## src/rtl/pipe_ctrl.sv

```systemverilog
// Central stall/flush controller for the 5-stage core: merges stall requests,
// detects load-use hazards, resolves jump redirects and sequences interrupt entry.
module pipe_ctrl #(
  parameter int unsigned ADDR_WIDTH  = 32,
  parameter int unsigned RADDR_WIDTH = 5,
  parameter int unsigned CNT_WIDTH   = 32
) (
  input  logic                   clk_i,
  input  logic                   rst_i,
  input  logic [RADDR_WIDTH-1:0] id_rs1_i,
  input  logic [RADDR_WIDTH-1:0] id_rs2_i,
  input  logic                   id_rs1_re_i,
  input  logic                   id_rs2_re_i,
  input  logic                   ex_inst_is_load_i,
  input  logic [RADDR_WIDTH-1:0] ex_rd_i,
  input  logic                   if_stall_req_i,
  input  logic                   ex_stall_req_i,
  input  logic                   mem_stall_req_i,
  input  logic                   jump_flag_i,
  input  logic [ADDR_WIDTH-1:0]  jump_addr_i,
  input  logic                   int_req_i,
  input  logic [ADDR_WIDTH-1:0]  int_addr_i,
  output logic [5:0]             stall_o,
  output logic                   flush_jump_o,
  output logic                   flush_int_o,
  output logic                   int_ack_o,
  output logic                   redirect_o,
  output logic [ADDR_WIDTH-1:0]  redirect_addr_o,
  output logic [CNT_WIDTH-1:0]   stall_cnt_o
);

  localparam logic [5:0] STALL_IF   = 6'b000011;
  localparam logic [5:0] STALL_LU   = 6'b000111;
  localparam logic [5:0] STALL_EX   = 6'b001111;
  localparam logic [5:0] STALL_MEM  = 6'b011111;
  localparam logic [5:0] STALL_FRNT = 6'b000111;

  typedef enum logic [1:0] {
    S_IDLE  = 2'd0,
    S_DRAIN = 2'd1,
    S_FLUSH = 2'd2
  } state_t;

  state_t                  r_state;
  state_t                  w_state_nxt;
  logic [ADDR_WIDTH-1:0]   r_int_addr;
  logic [CNT_WIDTH-1:0]    r_stall_cnt;

  logic                    w_load_use;
  logic                    w_back_busy;
  logic [5:0]              w_stall;
  logic                    w_flush_jump;
  logic                    w_flush_int;
  logic                    w_int_ack;
  logic                    w_redirect;
  logic [ADDR_WIDTH-1:0]   w_redirect_addr;

  assign w_load_use = ex_inst_is_load_i && (ex_rd_i != '0) &&
                      ((id_rs1_re_i && (id_rs1_i == ex_rd_i)) ||
                       (id_rs2_re_i && (id_rs2_i == ex_rd_i)));
  assign w_back_busy = ex_stall_req_i | mem_stall_req_i;

  // State register and latched trap vector.
  always_ff @(posedge clk_i or posedge rst_i) begin
    if (rst_i) begin
      r_state    <= S_IDLE;
      r_int_addr <= '0;
    end else begin
      r_state <= w_state_nxt;
      if ((r_state == S_IDLE) && int_req_i) begin
        r_int_addr <= int_addr_i;
      end
    end
  end

  // Next state plus all combinational stall/flush/redirect outputs.
  always_comb begin
    w_state_nxt     = r_state;
    w_stall         = 6'b000000;
    w_flush_jump    = 1'b0;
    w_flush_int     = 1'b0;
    w_int_ack       = 1'b0;
    w_redirect      = 1'b0;
    w_redirect_addr = '0;

    if (if_stall_req_i)  w_stall = w_stall | STALL_IF;
    if (w_load_use)      w_stall = w_stall | STALL_LU;
    if (ex_stall_req_i)  w_stall = w_stall | STALL_EX;
    if (mem_stall_req_i) w_stall = w_stall | STALL_MEM;

    case (r_state)
      S_IDLE: begin
        if (int_req_i) begin
          w_state_nxt = w_back_busy ? S_DRAIN : S_FLUSH;
        end
      end
      S_DRAIN: begin
        w_stall = w_stall | STALL_FRNT;
        if (!w_back_busy) begin
          w_state_nxt = S_FLUSH;
        end
      end
      S_FLUSH: begin
        w_state_nxt = S_IDLE;
      end
      default: begin
        w_state_nxt = S_IDLE;
      end
    endcase

    // A jump waits while EXE is held; the interrupt flush wins over a jump.
    w_flush_jump = jump_flag_i && !w_stall[3] && (r_state != S_FLUSH);
    if (w_flush_jump) begin
      w_redirect      = 1'b1;
      w_redirect_addr = jump_addr_i;
      w_stall[2:0]    = 3'b000;
    end

    if (r_state == S_FLUSH) begin
      w_stall         = 6'b000000;
      w_flush_int     = 1'b1;
      w_int_ack       = 1'b1;
      w_redirect      = 1'b1;
      w_redirect_addr = r_int_addr;
    end

    if (rst_i) begin
      w_stall         = 6'b000000;
      w_flush_jump    = 1'b0;
      w_flush_int     = 1'b0;
      w_int_ack       = 1'b0;
      w_redirect      = 1'b0;
      w_redirect_addr = '0;
    end
  end

  // Saturating count of cycles with the PC held.
  always_ff @(posedge clk_i or posedge rst_i) begin
    if (rst_i) begin
      r_stall_cnt <= '0;
    end else if (w_stall[0] && (r_stall_cnt != {CNT_WIDTH{1'b1}})) begin
      r_stall_cnt <= r_stall_cnt + CNT_WIDTH'(1);
    end
  end

  assign stall_o         = w_stall;
  assign flush_jump_o    = w_flush_jump;
  assign flush_int_o     = w_flush_int;
  assign int_ack_o       = w_int_ack;
  assign redirect_o      = w_redirect;
  assign redirect_addr_o = w_redirect_addr;
  assign stall_cnt_o     = r_stall_cnt;

endmodule

```

## config.mk

```make
export PLATFORM = sky130hd
export DESIGN_NAME = pipe_ctrl
export DESIGN_NICKNAME = d
export VERILOG_FILES = /design/src/rtl/pipe_ctrl.sv
export SDC_FILE = /design/constraint.sdc
export NUM_CORES = 1
export LEC_CHECK = 0
export CORE_MARGIN = 5
export CORE_UTILIZATION = 44
export DETAILED_ROUTE_END_ITERATION = 6
export PLACE_DENSITY = 0.95
export SLEW_MARGIN = 10
export SYNTH_ARGS = -nofsm -noshare
export SYNTH_HDL_FRONTEND = slang
export SYNTH_SLANG_ARGS = --single-unit
```

## constraint.sdc

```tcl
create_clock -name clk_i -period 5.26 [get_ports clk_i]
set_input_delay 0.526 -clock clk_i [delete_from_list [all_inputs] [get_ports clk_i]]
set_output_delay 0.526 -clock clk_i [all_outputs]
set_load 0.02 [all_outputs]
```

==> run summary, run 1 <==
The number of DRC violations after detailed-routing iteration 0 came out at 63. The count of warnings emitted by yosys came out at 0. In the routed layout, each cell is associated on average with a via count of 5.29. The count of pins on the block boundary is 163. The slew at the pin closest to its max-slew limit is 0.970 ns. The routability congestion estimate from global placement came out at 0.910. The hold buffer count at CTS is 0. Sorting the synthesized cells by area gives the leading types as dfrtp_1 (50%), mux2_2 (11%), a22o_1 (8.4%), xnor2_1 (7.4%), xor2_1 (3.4%). The largest buffer count on any clock path came out at 2. The count of input and output buffers came out at 161.

The layout overhead on the synthesized area came out at 56.8%. Data arrives at the worst endpoint at 2.96 ns. The via count of the first global-routing pass is 3071.

After floorplanning, the core was sized to cover 7290 µm². The first global-routing pass estimated 16400 µm of wire. The final hold violation count is 0.

The slack of the worst reg-to-reg path is 2.65 ns. The critical path is of the in2out type. The CTS buffer count is 9. The most numerous cell type found on the critical path is clkdlybuf4s50_1. The number of max-cap violations came out at 0. The total power draw is 1.47 mW. The share of flip-flops with an asynchronous set or reset after synthesis came out at 1.00. The standby leakage power came out at 2.10 nW. The number of antenna diodes in the final layout is 0.

The count of cells along the worst register-to-register path came out at 7. The nature of the critical path endpoint is an output port. The count of flip-flops with a built-in enable after synthesis is 0. The number of gates resized after CTS came out at 0. The clock latency on the worst-skew pair is 0.35 ns. The area after detailed placement is 4970 µm².

The die covers 9380 µm². The post-route fraction of the period consumed by the critical path is 0.662. The power density relative to cell area is 282 nW/µm². Summed over all layers, the routed wires come to 10100 µm.

Clock tree synthesis selected as its root buffer the cell clkbuf_8. Traced cell by cell, the critical path runs through clkdlybuf4s50_1, nor2_1, nand2_1, nor2_4, a22o_1, clkdlybuf4s50_1. The post-synthesis cell type with the largest combined area is dfrtp_1.

The HPWL after detailed placement came out at 7880 µm. Together, buffers and inverters on the worst path number 2. The final core utilization is 0.714. For this run, design rule violations remaining after detail routing come to 0. The number of nets in the synthesized netlist is 378.

The cell count along the critical path came out at 6. The least setup slack across all paths after layout is 1.78 ns. The number of placement rows came out at 31.

The slowest cell on the critical path is nor2_4. Setup repair after global routing left no endpoint under its margin. The final net count came out at 534. The via total after detailed routing is 2900. In the final timing run, aggregate negative setup slack is 0 ns. The start point of the critical path is mem_stall_req_i. The post-CTS clock slew at the launch and capture registers of the worst setup and hold paths came out at 0.08 ns. The worst setup path is launched from an input pin.

The final standard cell area without fillers is 5200 µm². Derived from the worst setup path, the maximum achievable clock frequency is 287 MHz. The total congestion overflow after global routing is 0. The post-route antenna net violation count is 0. The area fraction of the dominant cell type after synthesis came out at 0.498.

Entering global routing, the biggest net connects 68 pins. The number of clock sinks is 66. The largest stage delay on the critical path is 0.62 ns. In this run the tightest slew margin relative to its limit is 0.354.

The worst setup skew after layout came out at 0.00801 ns. The tightest min-delay check is of the reg2reg type. Setup violations remaining at the end of the flow were counted as 0.

In this run the cell area of the synthesized design comes to 3320 µm². The number of max-slew violations in the final report came out at 0. The required time of the critical path came out at 4.73 ns. The die span in y came out at 96.9 µm. The ratio of cells with drive above 1 in the final layout came out at 0.127. The starting density of the core came out at 0.455. The TritonCTS clock tree is built. The synthesized area divided by synthesized cell count came out at 11.5 µm². The number of storage elements in the synthesis netlist is 66. The run finished with clean final reports. The width of the die is 96.9 µm.

The number of fillers in the final layout came out at 502. The worst register-to-register path ends at stall_cnt_o[12]$_DFFE_PP0P_. The shortest clock period the worst path allows after layout is 3.48 ns.

The number of setup buffers added after CTS is 0. The routed wirelength normalized by instance count came out at 18.5 µm. In the synthesized netlist the dominant register cell turns out to be dfrtp_1. Across every metal layer, demand over resource in global routing totals 0.218. Prior to clock tree synthesis, the placed netlist has a worst setup slack of 1.37 ns. The maximum fanout count along the critical path came out at 33. The post-synthesis instance total is 288. The startpoint identified for the worst register-to-register timing path is r_state[0]$_DFFE_PP0P_.

On the critical path the largest part of the delay comes from buffers and inverters. The number of antenna violations at the first check in global routing is 0. Of the synthesized area, sequential elements account for 0.498.

The unique cell type count in the Yosys netlist is 33. The H-tree was split into 3 levels. Following the worst setup path forward leads to its endpoint at redirect_addr_o[1].

The largest voltage drop on the vdd net came out at 250 µV. The number of optimization iterations in the first detailed-route pass came out at 4.
[stage by stage]
stage	hold WS [ns]	cells
finish	0.504	548
global route	0.518	548
CTS	0.510	548
detailed placement	0.482	532
global placement	0.483	532
floorplan	0.482	288
[cells in the final DEF, fill, tap and decap left out, types with 2 or more instances in the layout]
| master | synthesis | layout |
|---|---|---|
| nor4_1 | 2 | 2 |
| dfrtp_1 | 66 | 66 |
| nand2_1 | 10 | 10 |
| a22o_1 | 32 | 32 |
| inv_1 | 5 | 4 |
| a21oi_1 | 4 | 4 |
| nand3_1 | 18 | 18 |
| nor2_4 | 0 | 2 |
| nor2_1 | 11 | 9 |
| nor3_1 | 4 | 4 |
| and2_1 | 3 | 3 |
| clkdlybuf4s50_1 | 0 | 161 |
| xnor2_1 | 28 | 28 |
| and4_1 | 3 | 3 |
| buf_4 | 3 | 2 |
| and3_1 | 11 | 11 |
| xor2_1 | 13 | 13 |
| mux2_2 | 33 | 33 |
| nand4_1 | 14 | 14 |
| clkinvlp_4 | 0 | 3 |
| bufinv_16 | 0 | 2 |
| clkbuf_8 | 0 | 9 |
[worst reg2reg max path, delay by kind of cell (launching register included)]
kind / cells / cell delay, ns
AND/OR/NAND/NOR: 4 / 1.53
flip-flops: 1 / 0.42
AO/OA/AOI/OAI: 1 / 0.35
buffers and inverters: 1 / 0.08
XOR/XNOR: 1 / 0.14
[sequential cells by signal, indices dropped and copies added, names as in the netlist]
| signal | count |
|---|---|
| stall_cnt_o | 32 |
| r_state | 2 |
| r_int_addr | 32 |
[metal layers]
layer,GRT usage,up-vias,part of all wire
li1,-,1356,-
met1,0.256,1413,0.40
met2,0.374,121,0.51
met3,0.0691,10,0.077
met4,0.0756,0,0.014
met5,0,-,0
[synthesized netlist by cell type, types with 2 or more instances]
cell	count
a22o_1	32
dfrtp_1	66
and2_1	3
buf_6	2
mux2_2	33
nand2_1	10
nor4_1	2
nor3_1	4
xor2_1	13
a21oi_1	4
xnor2_1	28
and4_1	3
nand3_1	18
buf_4	3
nand4_1	14
inv_1	5
clkbuf_1	12
and3_1	11
nor2_1	11
[cells by family (layout without fill, tap and decap cells)]
kind of cell	after synthesis	in the layout	share of synthesized area
AO/OA/AOI/OAI	41	41	0.104
XOR/XNOR	41	41	0.108
adder cells (fa/ha/maj)	1	1	0.00377
buffers and inverters	23	184	0.0373
flip-flops	66	66	0.498
multiplexers	33	33	0.112
other	1	1	0.00113
AND/OR/NAND/NOR	82	82	0.136
[area by class of cell]
class                           count  area (µm²)  share of cell area
Clock buffer                       10         128              0.0245
Clock inverter                      6        91.3              0.0176
Inverter                            5        18.8             0.00361
Multi-Input combinational cell    199        1560               0.301
Sequential cell                    66        1650               0.317
Tap cell                           99         124              0.0238
Timing Repair Buffer              163        1630               0.313
[worst min-delay path by stage]
stage | slack, ns | cells past startpoint | from | to
3_3_place_gp | 0.48 | 1 | stall_cnt_o[23]$_DFFE_PP0P_ | stall_cnt_o[23]$_DFFE_PP0P_
4_1_cts | 0.51 | 1 | stall_cnt_o[8]$_DFFE_PP0P_ | stall_cnt_o[8]$_DFFE_PP0P_
3_5_place_dp | 0.48 | 1 | stall_cnt_o[31]$_DFFE_PP0P_ | stall_cnt_o[31]$_DFFE_PP0P_
5_1_grt | 0.52 | 1 | stall_cnt_o[29]$_DFFE_PP0P_ | stall_cnt_o[29]$_DFFE_PP0P_
2_1_floorplan | 0.48 | 1 | r_int_addr[15]$_DFFE_PP0P_ | r_int_addr[15]$_DFFE_PP0P_
6_report | 0.50 | 1 | stall_cnt_o[23]$_DFFE_PP0P_ | stall_cnt_o[23]$_DFFE_PP0P_
[power breakdown]
part           switching (mW)  internal [mW]
registers              0.0664          0.587
clock network           0.199          0.267
logic                   0.148          0.198
No activity file was read; power rests on OpenSTA's default activity.
==> run 2: changes to the inputs <==
--- a/config.mk
+++ b/config.mk
@@ -6,9 +6,9 @@
 export NUM_CORES = 1
 export LEC_CHECK = 0
 export CORE_MARGIN = 5
-export CORE_UTILIZATION = 44
+export CORE_UTILIZATION = 41
 export DETAILED_ROUTE_END_ITERATION = 6
-export PLACE_DENSITY = 0.95
+export PLACE_DENSITY = 0.9
 export SLEW_MARGIN = 10
 export SYNTH_ARGS = -nofsm -noshare
 export SYNTH_HDL_FRONTEND = slang
==> constraint.sdc (replaced) <==
create_clock -name clk_i -period 3.3 [get_ports clk_i]
set_input_delay 0.33 -clock clk_i [delete_from_list [all_inputs] [get_ports clk_i]]
set_output_delay 0.33 -clock clk_i [all_outputs]
set_load 0.02 [all_outputs]
==> run 2 against run 1 <==
Clock-buffer cell count stayed put. Hold slack lost 0.015 ns. Register-to-register slack got worse by 1.6 ns. Clock skew rose by 0.0014 ns. Flip-flop and latch count is the same. Highest routed layer unchanged.
==> run summary, run 2 (same netlist as run 1, synthesis figures left out) <==
The run finished with clean final reports. The sequential fraction of design power is 0.416 (-0.030). The via total after detailed routing came to 2968 (+2.3%). The count of input and output buffers is 161 (unchanged).

Setup repair after global routing left no endpoint under its margin. The post-route DRC violation count is 0 (unchanged). The standby leakage power came out at 2.15 nW (+2.1%).

The highest metal layer with signal wires is met4. The total length of routed met3 wires came out at 853 µm (+9.4%). The TritonCTS clock tree is built.

The final net count came out at 537 (+0.56%). The number of standard cells in the layout, taps in and fillers out came to 554 (+1.1%). The shortest clock period the worst path allows after layout came out at 2.87 ns.

The layout overhead on the synthesized area is 58.8%. The total instance count after detailed placement is 538 (+1.1%). The post-CTS clock slew at the launch and capture registers of the worst setup and hold paths came out at 0.08 ns (about the same). The number of max-slew violations in the final report came to 0 (unchanged). The global-route total usage across every layer is 0.202 (-0.0159). The number of clock sinks is 66 (unchanged). The post-route antenna net violation count is 0 (unchanged). The maximum fanout count along the critical path is 33 (unchanged). The library cells used most frequently in the layout, excluding fill and tap cells, are clkdlybuf4s50_1 (161), dfrtp_1 (66), mux2_2 (33). The CTS buffer count is 9 (unchanged). The number of failing setup endpoints in the final timing report came out at 0 (unchanged). The number of gates resized after CTS came out at 0 (unchanged). The kind of start point of the critical path is an input pin.

The final wirelength is 10400 µm (+2.2%). The met2 wire length came out at 5240 µm (+0.85%). STA classifies the critical path endpoint as an output port. The floorplan die area is 10000 µm² (+6.6%).

The hold buffer count at CTS came out at 0 (unchanged). The final hold violation count came out at 0 (unchanged). The routed wirelength normalized by instance count is 18.7 µm (+1.1%).

The combinational share of power is 0.222 (-0.014). The number of DRC violations after detailed-routing iteration 0 is 57 (-9.5%). The number of max-cap violations came out at 0 (unchanged).

The count of pins on the block boundary is 163 (unchanged). The largest buffer count on any clock path was 2 (unchanged). The HPWL after detailed placement is 7920 µm (+0.48%). The power dissipated by switching net loads is 0.653 mW (+58%). The number of antenna diodes came out at 0 (unchanged).

The largest net degree at the start of global routing came out at 67 (-1.5%). The die span in y came to 100 µm (+3.2%). The via count of the first global-routing pass is 3215 (+4.7%). The via-per-instance ratio is 5.36 (+1.2%). The slew at the pin closest to its max-slew limit is 0.830 ns (-0.139 ns). The width of the die came out at 100 µm (+3.2%).

Based on the critical path, the design can be clocked at up to 348 MHz. The CTS H-tree depth came to 3 (unchanged). The clock root buffer master is clkbuf_8. The clock network fraction of total power came to 0.362 (+0.044). The tightest hold margin came out at 0.489 ns (-0.0153 ns).

The routability congestion estimate from global placement came out at 0.866 (-4.8%). The post-route fraction of the period consumed by the critical path came out at 0.870. The required time of the critical path came out at 2.97 ns (-1.76 ns). The number of placement rows came out at 32 (+3.2%). The largest voltage drop on the vdd net is 361 µV (+45%). The wire length of the first global-routing pass is 16100 µm (-1.7%). The starting density of the core is 0.425 (-0.0301). The power density relative to cell area came to 472 nW/µm² (+68%). The relative max-transition margin is 0.447 (+0.0929). The ratio of cells with drive above 1 in the final layout came out at 0.133 (+0.00579).

The path category of the worst min-delay check is reg2reg. The total congestion overflow after global routing was 0 (unchanged). The switching share of power is 0.263 (-0.0193). The library cell used most frequently in the layout, excluding fill and tap cells, is clkdlybuf4s50_1.

The total internal power came out at 1.83 mW (+74%). The sum of routed wire segments on met1 came out at 4050 µm (+0.92%). The number of optimization iterations in the first detailed-route pass is 4 (unchanged). The critical path in this run is classified as in2out.

The number of setup buffers added after CTS came to 0 (unchanged). The clock latency on the worst-skew pair is 0.33 ns (-0.02 ns). The worst setup skew after layout came to 0.00941 ns (+0.00140 ns). The core box area came out at 7810 µm² (+7.1%). The data arrival time of the critical path is 2.54 ns (-0.42 ns). The number of antenna violations at the first check in global routing came out at 0 (unchanged).

The aggregate negative setup slack came out at 0 ns (unchanged).
[run 2: path summary, 6_finish.rpt]
path | end | start | slack [ns] | cells past startpoint
max | redirect_addr_o[28] | mem_stall_req_i | 0.43 | 7
min | stall_cnt_o[23]$_DFFE_PP0P_ | stall_cnt_o[23]$_DFFE_PP0P_ | 0.49 | 1
max reg2reg | stall_cnt_o[12]$_DFFE_PP0P_ | stall_cnt_o[3]$_DFFE_PP0P_ | 1.06 | 7
min reg2reg | stall_cnt_o[23]$_DFFE_PP0P_ | stall_cnt_o[23]$_DFFE_PP0P_ | 0.49 | 1
max in group asynchronous | stall_cnt_o[28]$_DFFE_PP0P_ | rst_i | 2.05 | 3
min in group asynchronous | r_state[1]$_DFFE_PP0P_ | rst_i | 0.69 | 3
[run 2: critical path, cell delays in order]
cell and delay [ns]:
clkdlybuf4s50_1 0.49, nor2_1 0.30, nand2_1 0.13, nor2_2 0.09, buf_4 0.33, a22o_1 0.25
clkdlybuf4s50_1 0.62
[run 2: final cells by class]
class	count	area (µm²)
Fill cell	570	2540
Sequential cell	66	1650
Timing Repair Buffer	166	1650
Multi-Input combinational cell	199	1550
Clock inverter	6	138
Clock buffer	10	128
Tap cell	102	128
Inverter	5	22.5
[run 2: routing by layer]
layer / global-route usage / up-vias
met5: 0 / -
met2: 0.359 / 141
li1: - / 1364
met3: 0.0570 / 19
met1: 0.235 / 1444
met4: 0.0642 / 0
[run 2: power groups by stage]
| stage | clock (mW) | sequential [mW] | combinational (mW) |
|---|---|---|---|
| floorplan | 0 | 1.06 | 0.262 |
| global placement | 0 | 1.04 | 0.536 |
| detailed placement | 0 | 1.05 | 0.557 |
| CTS | 0.914 | 1.04 | 0.561 |
| global route | 0.948 | 1.05 | 0.596 |
| finish | 0.901 | 1.03 | 0.553 |
[run 2: metrics by stage]
stage | cell area (µm²) | setup slack, ns | utilization | power, mW
2_1_floorplan | 3320 | 0.527 | - | 1.32
3_3_place_gp | 5000 | 0.524 | 0.641 | 1.57
3_5_place_dp | 5000 | 0.429 | 0.641 | 1.61
4_1_cts | 5270 | 0.430 | 0.675 | 2.51
5_1_grt | 5270 | 0.313 | 0.675 | 2.60
6_report | 5270 | 0.428 | 0.675 | 2.49
==> run 3: changes to the inputs <==
--- a/config.mk
+++ b/config.mk
@@ -5,6 +5,7 @@
 export SDC_FILE = /design/constraint.sdc
 export NUM_CORES = 1
 export LEC_CHECK = 0
+export CORE_ASPECT_RATIO = 2
 export CORE_MARGIN = 5
 export CORE_UTILIZATION = 41
 export DETAILED_ROUTE_END_ITERATION = 6
==> run 3 against run 2 <==
Die area up 1.1%. Cell count down 0.90%. Critical path depth unchanged. Clock power up 12%. Sequential share of layout area down 0.32 points. Clock skew down 0.0016 ns. Via count down 0.51%. Non-clock buffer count up 1. Critical path type unchanged. Critical endpoint is now redirect_addr_o[3]. Largest power group unchanged.
==> run summary, run 3 (same netlist as run 1, synthesis figures left out) <==
The instance count along the most critical hold path came out at 1 (unchanged). The number of failing setup endpoints in the final timing report came to 0 (unchanged). Setup repair after global routing left no endpoint under its margin. The CTS H-tree depth is 3 (unchanged). The count of cells along the worst register-to-register path is 7 (unchanged). The maximum fanout count along the critical path is 33 (unchanged). The final net count is 538 (+0.19%). The wire length of the first global-routing pass came out at 15200 µm (-5.9%). The width of the die is 73.6 µm (-26%). The routed wirelength normalized by instance count came out at 18.1 µm (-3.3%). The shortest clock period the worst path allows after layout was 2.83 ns (-0.0431 ns).

The number of DRC violations after detailed-routing iteration 0 came to 125 (+120%). The data arrival time of the critical path came out at 2.50 ns (-0.04 ns). The final core utilization was 0.670 (-0.00455). The clock root buffer master is clkbuf_16. The area of the multi-input gates is 1550 µm² (unchanged). The count of pins on the block boundary came out at 163 (unchanged). The ratio of cells with drive above 1 in the final layout is 0.135 (+0.00191). The number of placement rows came out at 46 (+44%). The largest net degree at the start of global routing came to 67 (unchanged). The worst hold path startpoint is r_int_addr[13]$_DFFE_PP0P_. The path class of the tightest hold or removal check is reg2reg. The number of max-slew violations in the final report came out at 0 (unchanged). The HPWL after detailed placement came out at 7650 µm (-3.4%). The capturing instance or port of the critical path is redirect_addr_o[3]. The starting density of the core is 0.418 (-0.00723). The worst register-to-register path begins at stall_cnt_o[3]$_DFFE_PP0P_.

The power density relative to cell area came out at 487 nW/µm² (+3.2%). The aggregate negative setup slack is 0 ns (unchanged). The worst setup path is captured at an output port.

The post-CTS clock slew at the launch and capture registers of the worst setup and hold paths was 0.05 ns (-0.03 ns). The post-route antenna net violation count came to 0 (unchanged). The number of optimization iterations in the first detailed-route pass came to 4 (unchanged). STA classifies the critical path startpoint as an input pin. The die span in y came out at 137 µm (+37%). The number of standard cells in the layout, taps in and fillers out came to 549 (-0.90%). The number of antenna violations at the first check in global routing was 0 (unchanged).

TritonCTS built the clock tree. The post-route DRC violation count came out at 0 (unchanged). The CTS buffer count is 9 (unchanged). The largest voltage drop on the vdd net came out at 460 µV (+27%). The via-per-instance ratio is 5.38 (+0.40%).

The clock latency on the worst-skew pair came to 0.33 ns (about the same). The count of input and output buffers came out at 161 (unchanged). The total instance count after detailed placement is 533 (-0.93%). The slack of the worst reg-to-reg path came out at 0.95 ns (-0.11 ns). The total power draw came out at 2.59 mW (+4.3%). The floorplan die area came out at 10100 µm² (+1.1%).

The highest clock frequency the design can meet came out at 353 MHz (+1.5%). The run finished with clean final reports. The critical path is of the in2out type. The number of antenna diodes came out at 0 (unchanged). The relative max-transition margin came to 0.454 (+0.00726).

The post-route fraction of the period consumed by the critical path came out at 0.857 (-0.0131). The global-route total usage across every layer came out at 0.198 (-0.00346). The final wirelength is 9930 µm (-4.2%). In the layout the commonest cells are clkdlybuf4s50_1 (161), dfrtp_1 (66), mux2_2 (33). The number of clock sinks is 66 (unchanged). The layout overhead on the synthesized area is 60.4%. The via count of the first global-routing pass is 3054 (-5.0%). The worst setup skew after layout is 0.00777 ns (-0.00164 ns). The least setup slack across all paths after layout is 0.471 ns (+0.0431 ns). The via total after detailed routing is 2953 (-0.51%). The area after detailed placement came to 5000 µm² (unchanged). The final hold violation count came out at 0 (unchanged). The endpoint of the lowest-slack register-to-register path is stall_cnt_o[17]$_DFFE_PP0P_. Leaving out fill and tap cells, the most frequent cell in the layout is clkdlybuf4s50_1. The routability congestion estimate from global placement came out at 0.819 (-5.4%). The slew at the pin closest to its max-slew limit is 0.819 ns (-0.0109 ns).

The final standard cell area without fillers is 5330 µm² (+1.0%). The pre-CTS setup slack is 0.475 ns (+0.0459 ns). The tightest hold margin came out at 0.505 ns (+0.0164 ns). The total congestion overflow after global routing came out at 0 (unchanged). The largest buffer count on any clock path is 2 (unchanged).

The core box area was 7940 µm² (+1.7%). The number of fillers in the final layout is 597 (+4.7%). The required time of the critical path is 2.97 ns (about the same). The total area of sequential cells came out at 1650 µm² (unchanged).

In this run the worst setup path begins at mem_stall_req_i. The standby leakage power came out at 2.18 nW (+1.4%). The number of max-cap violations is 0 (unchanged). The hold buffer count at CTS is 0 (unchanged). The number of gates resized after CTS is 0 (unchanged). The number of setup buffers added after CTS is 0 (unchanged).
## run 3: worst min path at each step
| stage | endpoint |
|---|---|
| 2_1_floorplan | r_state[1]$_DFFE_PP0P_ |
| 3_3_place_gp | stall_cnt_o[6]$_DFFE_PP0P_ |
| 3_5_place_dp | stall_cnt_o[31]$_DFFE_PP0P_ |
| 4_1_cts | stall_cnt_o[31]$_DFFE_PP0P_ |
| 5_1_grt | r_int_addr[19]$_DFFE_PP0P_ |
| 6_report | r_int_addr[13]$_DFFE_PP0P_ |
## run 3: cell type report
class | count | share of cell area
Timing Repair Buffer | 167 | 0.311
Sequential cell | 66 | 0.310
Multi-Input combinational cell | 199 | 0.292
Clock buffer | 11 | 0.0456
Tap cell | 96 | 0.0226
Clock inverter | 5 | 0.0146
Inverter | 5 | 0.00423
## run 3: critical path: stages
cell	delay [ns]
clkdlybuf4s50_1	0.48
nor2_1	0.28
nand2_1	0.13
nor2_2	0.10
buf_4	0.33
a22o_1	0.21
clkdlybuf4s50_1	0.62
## run 3: power by group
part	internal, mW	total [mW]	switching (mW)
clock	0.679	1.01	0.335
combinational	0.317	0.548	0.231
sequential	0.938	1.03	0.0955
## run 3: metal layers
metal | share of wire | track usage | wire, µm
met2 | 0.53 | 0.353 | 5280
met3 | 0.089 | 0.0519 | 884
met5 | 0 | 0 | 0
met4 | 0.036 | 0.107 | 353
met1 | 0.34 | 0.205 | 3410
